File: config.mk
export PLATFORM = sky130hd
export DESIGN_NAME = gate_tester
export DESIGN_NICKNAME = d
export VERILOG_FILES = /design/src/rtl/gate_tester_pkg.sv /design/src/rtl/gate_tester_gate_model.sv /design/src/rtl/gate_tester.sv
export SDC_FILE = /design/constraint.sdc
export NUM_CORES = 1
export LEC_CHECK = 0
export CELL_PAD_IN_SITES_DETAIL_PLACEMENT = 1
export CELL_PAD_IN_SITES_GLOBAL_PLACEMENT = 1
export CORE_MARGIN = 2
export CORE_UTILIZATION = 32
export CTS_BUF_LIST = sky130_fd_sc_hd__clkbuf_16
export DETAILED_ROUTE_END_ITERATION = 12
export HOLD_SLACK_MARGIN = 0.15
export PLACE_DENSITY = 0.77
export SYNTH_ARGS = -nofsm -noshare
export SYNTH_HDL_FRONTEND = slang
export SYNTH_SLANG_ARGS = --single-unit
File: constraint.sdc
create_clock -name clk -period 4.5 [get_ports clk]
set_clock_uncertainty 0.15 [all_clocks]
set_input_delay 0.45 -clock clk [delete_from_list [all_inputs] [get_ports clk]]
set_output_delay 0.45 -clock clk [all_outputs]
set_load 0.02 [all_outputs]
File: src/rtl/gate_tester_pkg.sv
// Shared types and constants for the gate tester: FSM states, lane map, popcount helper.
// Latency: n/a (declarations only).
// Backpressure: n/a.
package gate_tester_pkg;

   typedef enum logic [1:0] {
      IDLE  = 2'd0,
      DRIVE = 2'd1,
      CHECK = 2'd2,
      DONE  = 2'd3
   } state_t;

   localparam int NUM_GATES   = 7;
   localparam int NUM_VECTORS = 4;

   // Lane index of each gate in a_out/b_out and in fail_mask
   localparam int AND_L  = 0;
   localparam int OR_L   = 1;
   localparam int NOT_L  = 2;
   localparam int NAND_L = 3;
   localparam int NOR_L  = 4;
   localparam int XOR_L  = 5;
   localparam int XNOR_L = 6;

   // Number of set bits in a seven-lane mismatch vector (0..7)
   function automatic logic [2:0] popcount7(input logic [NUM_GATES-1:0] v);
      logic [2:0] c;
      c = '0;
      for (int i = 0; i < NUM_GATES; i++) begin
         c = c + {2'b00, v[i]};
      end
      return c;
   endfunction

endpackage

File: src/rtl/gate_tester_gate_model.sv
// Reference model: expected result of every gate lane for one (va, vb) vector.
// Latency: purely combinational, no state.
// Backpressure: none.
module gate_model
   import gate_tester_pkg::*;
(
   input  logic                 va,
   input  logic                 vb,
   output logic [NUM_GATES-1:0] exp_res
);

   // Golden truth table; NOT only looks at the A stimulus
   always_comb begin
      exp_res         = '0;
      exp_res[AND_L]  = va & vb;
      exp_res[OR_L]   = va | vb;
      exp_res[NOT_L]  = ~va;
      exp_res[NAND_L] = ~(va & vb);
      exp_res[NOR_L]  = ~(va | vb);
      exp_res[XOR_L]  = va ^ vb;
      exp_res[XNOR_L] = ~(va ^ vb);
   end

endmodule

File: src/rtl/gate_tester.sv
// Exhaustive 2-input tester for seven gate lanes; counts and flags mismatching (vector, gate) pairs.
// Latency: 4*(SETTLE_CYCLES+1) cycles from start to done; all outputs registered.
// Backpressure: none; start is accepted only in IDLE or DONE and ignored while busy.
module gate_tester
   import gate_tester_pkg::*;
#(
   parameter int SETTLE_CYCLES = 1
) (
   input  logic                 clk,
   input  logic                 rst_n,
   input  logic                 start,
   output logic [NUM_GATES-1:0] a_out,
   output logic [NUM_GATES-1:0] b_out,
   input  logic                 and_in,
   input  logic                 or_in,
   input  logic                 not_in,
   input  logic                 nand_in,
   input  logic                 nor_in,
   input  logic                 xor_in,
   input  logic                 xnor_in,
   output logic                 busy,
   output logic                 done,
   output logic                 pass,
   output logic [4:0]           err_count,
   output logic [NUM_GATES-1:0] fail_mask
);

   state_t                 state_q, state_d;
   logic [1:0]             vec_idx_q, vec_idx_d;
   logic [3:0]             settle_q, settle_d;
   logic [4:0]             err_count_q, err_count_d;
   logic [NUM_GATES-1:0]   fail_mask_q, fail_mask_d;
   logic [NUM_GATES-1:0]   a_out_q, a_out_d;
   logic [NUM_GATES-1:0]   b_out_q, b_out_d;
   logic                   busy_q, busy_d;
   logic                   done_q, done_d;
   logic                   pass_q, pass_d;

   logic [NUM_GATES-1:0]   exp_res;
   logic [NUM_GATES-1:0]   dut_res;
   logic [NUM_GATES-1:0]   mism;

   // Expected results follow the vector currently held on a_out/b_out
   gate_model u_gate_model (
      .va      (vec_idx_q[1]),
      .vb      (vec_idx_q[0]),
      .exp_res (exp_res)
   );

   assign dut_res = {xnor_in, xor_in, nor_in, nand_in, not_in, or_in, and_in};
   assign mism    = dut_res ^ exp_res;

   // Next-state and next-output computation for the test sequencer
   always_comb begin
      state_d     = state_q;
      vec_idx_d   = vec_idx_q;
      settle_d    = settle_q;
      err_count_d = err_count_q;
      fail_mask_d = fail_mask_q;
      a_out_d     = a_out_q;
      b_out_d     = b_out_q;
      busy_d      = busy_q;
      done_d      = done_q;
      pass_d      = pass_q;
      unique case (state_q)
         IDLE, DONE: begin
            if (start) begin
               state_d     = DRIVE;
               vec_idx_d   = 2'd0;
               settle_d    = 4'd0;
               err_count_d = '0;
               fail_mask_d = '0;
               a_out_d     = '0;
               b_out_d     = '0;
               busy_d      = 1'b1;
               done_d      = 1'b0;
               pass_d      = 1'b0;
            end
         end
         DRIVE: begin
            if (settle_q == 4'(SETTLE_CYCLES - 1)) begin
               state_d = CHECK;
            end else begin
               settle_d = settle_q + 4'd1;
            end
         end
         CHECK: begin
            // Max 7 mismatches per vector over 4 vectors, so 5 bits never overflow
            err_count_d = err_count_q + {2'b00, popcount7(mism)};
            fail_mask_d = fail_mask_q | mism;
            if (vec_idx_q == 2'(NUM_VECTORS - 1)) begin
               state_d = DONE;
               busy_d  = 1'b0;
               done_d  = 1'b1;
               pass_d  = (err_count_d == 5'd0);
            end else begin
               state_d   = DRIVE;
               vec_idx_d = vec_idx_q + 2'd1;
               settle_d  = 4'd0;
               a_out_d   = {NUM_GATES{vec_idx_d[1]}};
               b_out_d   = {NUM_GATES{vec_idx_d[0]}};
            end
         end
         default: state_d = IDLE;
      endcase
   end

   // All state and outputs registered; synchronous active-low reset
   always_ff @(posedge clk) begin
      if (!rst_n) begin
         state_q     <= IDLE;
         vec_idx_q   <= '0;
         settle_q    <= '0;
         err_count_q <= '0;
         fail_mask_q <= '0;
         a_out_q     <= '0;
         b_out_q     <= '0;
         busy_q      <= 1'b0;
         done_q      <= 1'b0;
         pass_q      <= 1'b0;
      end else begin
         state_q     <= state_d;
         vec_idx_q   <= vec_idx_d;
         settle_q    <= settle_d;
         err_count_q <= err_count_d;
         fail_mask_q <= fail_mask_d;
         a_out_q     <= a_out_d;
         b_out_q     <= b_out_d;
         busy_q      <= busy_d;
         done_q      <= done_d;
         pass_q      <= pass_d;
      end
   end

   assign a_out     = a_out_q;
   assign b_out     = b_out_q;
   assign busy      = busy_q;
   assign done      = done_q;
   assign pass      = pass_q;
   assign err_count = err_count_q;
   assign fail_mask = fail_mask_q;

endmodule

==> flow_metrics.py <==
metrics = {
    "drt": {
        "drt_iter0_drc": 38,
        "drt-met1-wl_um": 1720,
        "drtPass1Iterations": 4,
        "wl_per_cell_um": 14.4,
        "maxUsedRoutingLayer": "met4",
        "drt_wl_total_um": 3610,
        "wl_met3_um": 160,
        "antenna_left": 0,
        "met2_length_um": 1640,
        "vias": 1222,
        "route.detailed.drc": 0,
        "vias_per_cell": 4.87,
    },
    "critical_path": {
        "required_ps": 4550,
        "cpMostUsedCell": "fa_1",
        "worstSetupStartpoint": "and_in",
        "crit_type": "input port to flip-flop",
        "crit_buf_inv": 4,
        "r2r_slack_ps": 410,
        "worstPathMaxFanout": 2,
        "crit_path_end_kind": "flip-flop",
        "crit_path_max_incr_delay_ps": 540,
        "slowest_stage": "fa_1",
        "rr_worst_depth": 15,
        "worstPathCellList": "clkdlybuf4s50_1 > xor2_1 > fa_1 > fa_1 > inv_1 > fa_1 > inv_1 > ha_1 > inv_1 > fa_1 > nand2b_1 > a21oi_1 > xor2_1 > a22oi_1 > nor2b_1",
        "cp_top_family": "adder cells",
        "arrival_ps": 4240,
        "r2r_end": "err_count[4]",
        "crit_path_start_kind": "input port",
        "r2r-start": "vec_idx_q[1]",
    },
    "placed_design": {
        "dpl_cell_area_um2": 1860,
        "io_buffer_count": 38,
        "dpl.cell_count": 247,
        "dp_hpwl_um": 2750,
        "gp_congestion": 0.752,
        "dp_slack_ps": 24.0,
    },
    "cts": {
        "cts_tree": "done",
        "clock_path_buffers": 2,
        "clock_latency_ps": 260,
        "cts.reportedPaths.clkPinSlew_ps": 70,
        "cts_setup_buffers": 0,
        "ctsHoldBuffers": 0,
        "htree_levels": 1,
        "cts_resized": 0,
        "root_buffer": "clkbuf_16",
        "cts_sinks": 23,
        "cts_buffers": 3,
    },
    "run": {
        "drv_cap": 0,
    },
    "sta": {
        "hold_violations": 0,
        "fmax_mhz": 239,
        "worst_pin_slew_ps": 562,
        "finalSetupViolations": 0,
        "period_minus_slack_ps": 4190,
        "setup_tns_ps": 0,
        "period_share_pct": 93.1,
        "finalWorstSetupSlack_ps": 311,
        "worst_hold_slack_ps": 331,
        "rsz0062_at_grt": "false",
        "maxSlewHeadroom_pct": 62.4,
        "drv_slew": 0,
    },
    "grt": {
        "overflow": 0,
        "antenna_found_initial": 0,
        "grt_usage_pct": 14.7,
        "grt_pass1_wl_um": 6010,
        "grt_max_degree": 19,
        "grt_pass1_vias": 1237,
    },
    "synth": {
        "synth_seq_area_share_pct": 30.5,
        "ys_types": 35,
        "synth_edf_count": 0,
        "yosysTopAreaCellShare_pct": 30.5,
        "netlist_top_cells_area": "dfxtp_1 (31%), ha_1 (12%), buf_4 (7.0%)",
        "ys_ff_latch": 23,
        "netlist_instances": 171,
        "synth_top_area_cell": "dfxtp_1",
        "async_reset_ff_share_pct": 0,
        "syn_avg_cell_area_um2": 8.82,
        "yosys_warnings": 0,
        "synth_area_um2": 1510,
        "ys.flop_type": "dfxtp_1",
        "syn_nets": 199,
    },
    "outcome": {
        "outcome": "complete, no violations",
    },
    "floorplanning": {
        "fp.dieH_um": 72.7,
        "rows": 24,
        "dieArea_um2": 5280,
        "io_pins": 39,
        "core_area_um2": 4440,
        "initial_core_util_pct": 34.0,
        "die_w_um": 72.7,
    },
    "layout": {
        "final_net_count": 228,
        "postLayoutCellArea_um2": 1940,
        "drive_above_1_share_pct": 8.54,
        "n_antenna_cell": 0,
        "stdcell_count": 251,
        "syn_to_final_growth_pct": 28.4,
    },
    "worst_hold_path": {
        "holdPathStages": 2,
        "min_from": "fail_mask[1]",
        "hold_path_class": "flip-flop to flip-flop",
        "holdPathEnd": "fail_mask[1]",
    },
    "power_and_ir_drop": {
        "p_leak_nw": 0.780,
        "powerDensity_nw_per_um2": 322,
        "peakVddDrop_uv": 147,
    },
}
-- worst max-delay path by stage --
stage | to | slack [ps] | cells after the start
2_1_floorplan | pass | 310 | 15
3_3_place_gp | pass | 180 | 14
3_5_place_dp | err_count[4] | 20 | 15
4_1_cts | pass | 270 | 14
5_1_grt | err_count[4] | 90 | 15
6_report | err_count[4] | 310 | 15
-- stage by stage --
| stage | utilization [%] | power [mW] |
|---|---|---|
| 4_1_cts | 43.6 | 0.627 |
| 2_1_floorplan | - | 0.362 |
| 5_1_grt | 43.6 | 0.655 |
| 3_5_place_dp | 41.8 | 0.424 |
| 3_3_place_gp | 41.8 | 0.417 |
| 6_report | 43.6 | 0.624 |
-- worst min-delay path, cell delays in order (launching register included) --
cell	delay, ps
dfxtp_1	330
a21oi_1	40
nor2_1	80
-- Yosys cell counts (2+ instances only) --
| cell | count |
|---|---|
| a22oi_1 | 7 |
| nand2_1 | 9 |
| o21ai_2 | 3 |
| ha_1 | 14 |
| nor2_1 | 17 |
| buf_4 | 14 |
| nor2b_1 | 10 |
| a21o_1 | 4 |
| o31ai_1 | 2 |
| buf_2 | 2 |
| fa_1 | 4 |
| dfxtp_1 | 23 |
| inv_1 | 11 |
| o21ai_1 | 2 |
| nor3b_1 | 2 |
| xnor2_1 | 4 |
| xor2_1 | 6 |
| a21oi_1 | 14 |
| and2_1 | 3 |
| nor3_1 | 3 |
| nand3_1 | 3 |
-- state kept, by name (all words and copies together) (netlist names) --
register	count
fail_mask	7
err_count	5
settle_q	4
state_q	2
vec_idx_q	2
busy	1
done	1
pass	1
-- per-layer routing --
layer	track usage (%)	vias to the layer above
li1	-	618
met1	19.1	562
met2	23.9	36
met3	2.21	6
met4	6.79	0
met5	0	-
-- layout by cell type, fill, tap and decap left out, types with 4 or more instances in the layout --
master / count
ha_1: 14
a22oi_1: 7
nand2_1: 9
inv_1: 11
nor2_1: 17
nor2b_1: 10
a21oi_1: 14
fa_1: 4
clkdlybuf4s50_1: 38
a21o_1: 4
xnor2_1: 4
xor2_1: 6
dfxtp_1: 23
-- layout make-up --
cell class | count | area [um2]
clock buffers | 3 | 75.1
inverters | 12 | 45.0
clock inverters | 1 | 5.00
repair buffers | 41 | 403
multi-input cells | 119 | 885
flip-flops and latches | 23 | 460
fillers | 536 | 2510
well taps | 52 | 65.1
-- cells by family after synthesis --
logic type,Yosys count,share of synthesized area [%]
AOI/OAI and AO/OA,38,17.7
xor gates and xnor gates,10,5.80
adders and majority gates,18,16.9
buffers and inverters,29,10.9
DFF,23,30.5
and+or+nand+nor,53,18.2
-- where the power goes --
part | switching, mW | leakage (nW) | internal [mW]
registers | 0.00721 | 0.187 | 0.215
clock network | 0.0842 | 0.0409 | 0.120
logic | 0.113 | 0.552 | 0.0850
No activity file was read; power rests on OpenSTA's default activity.
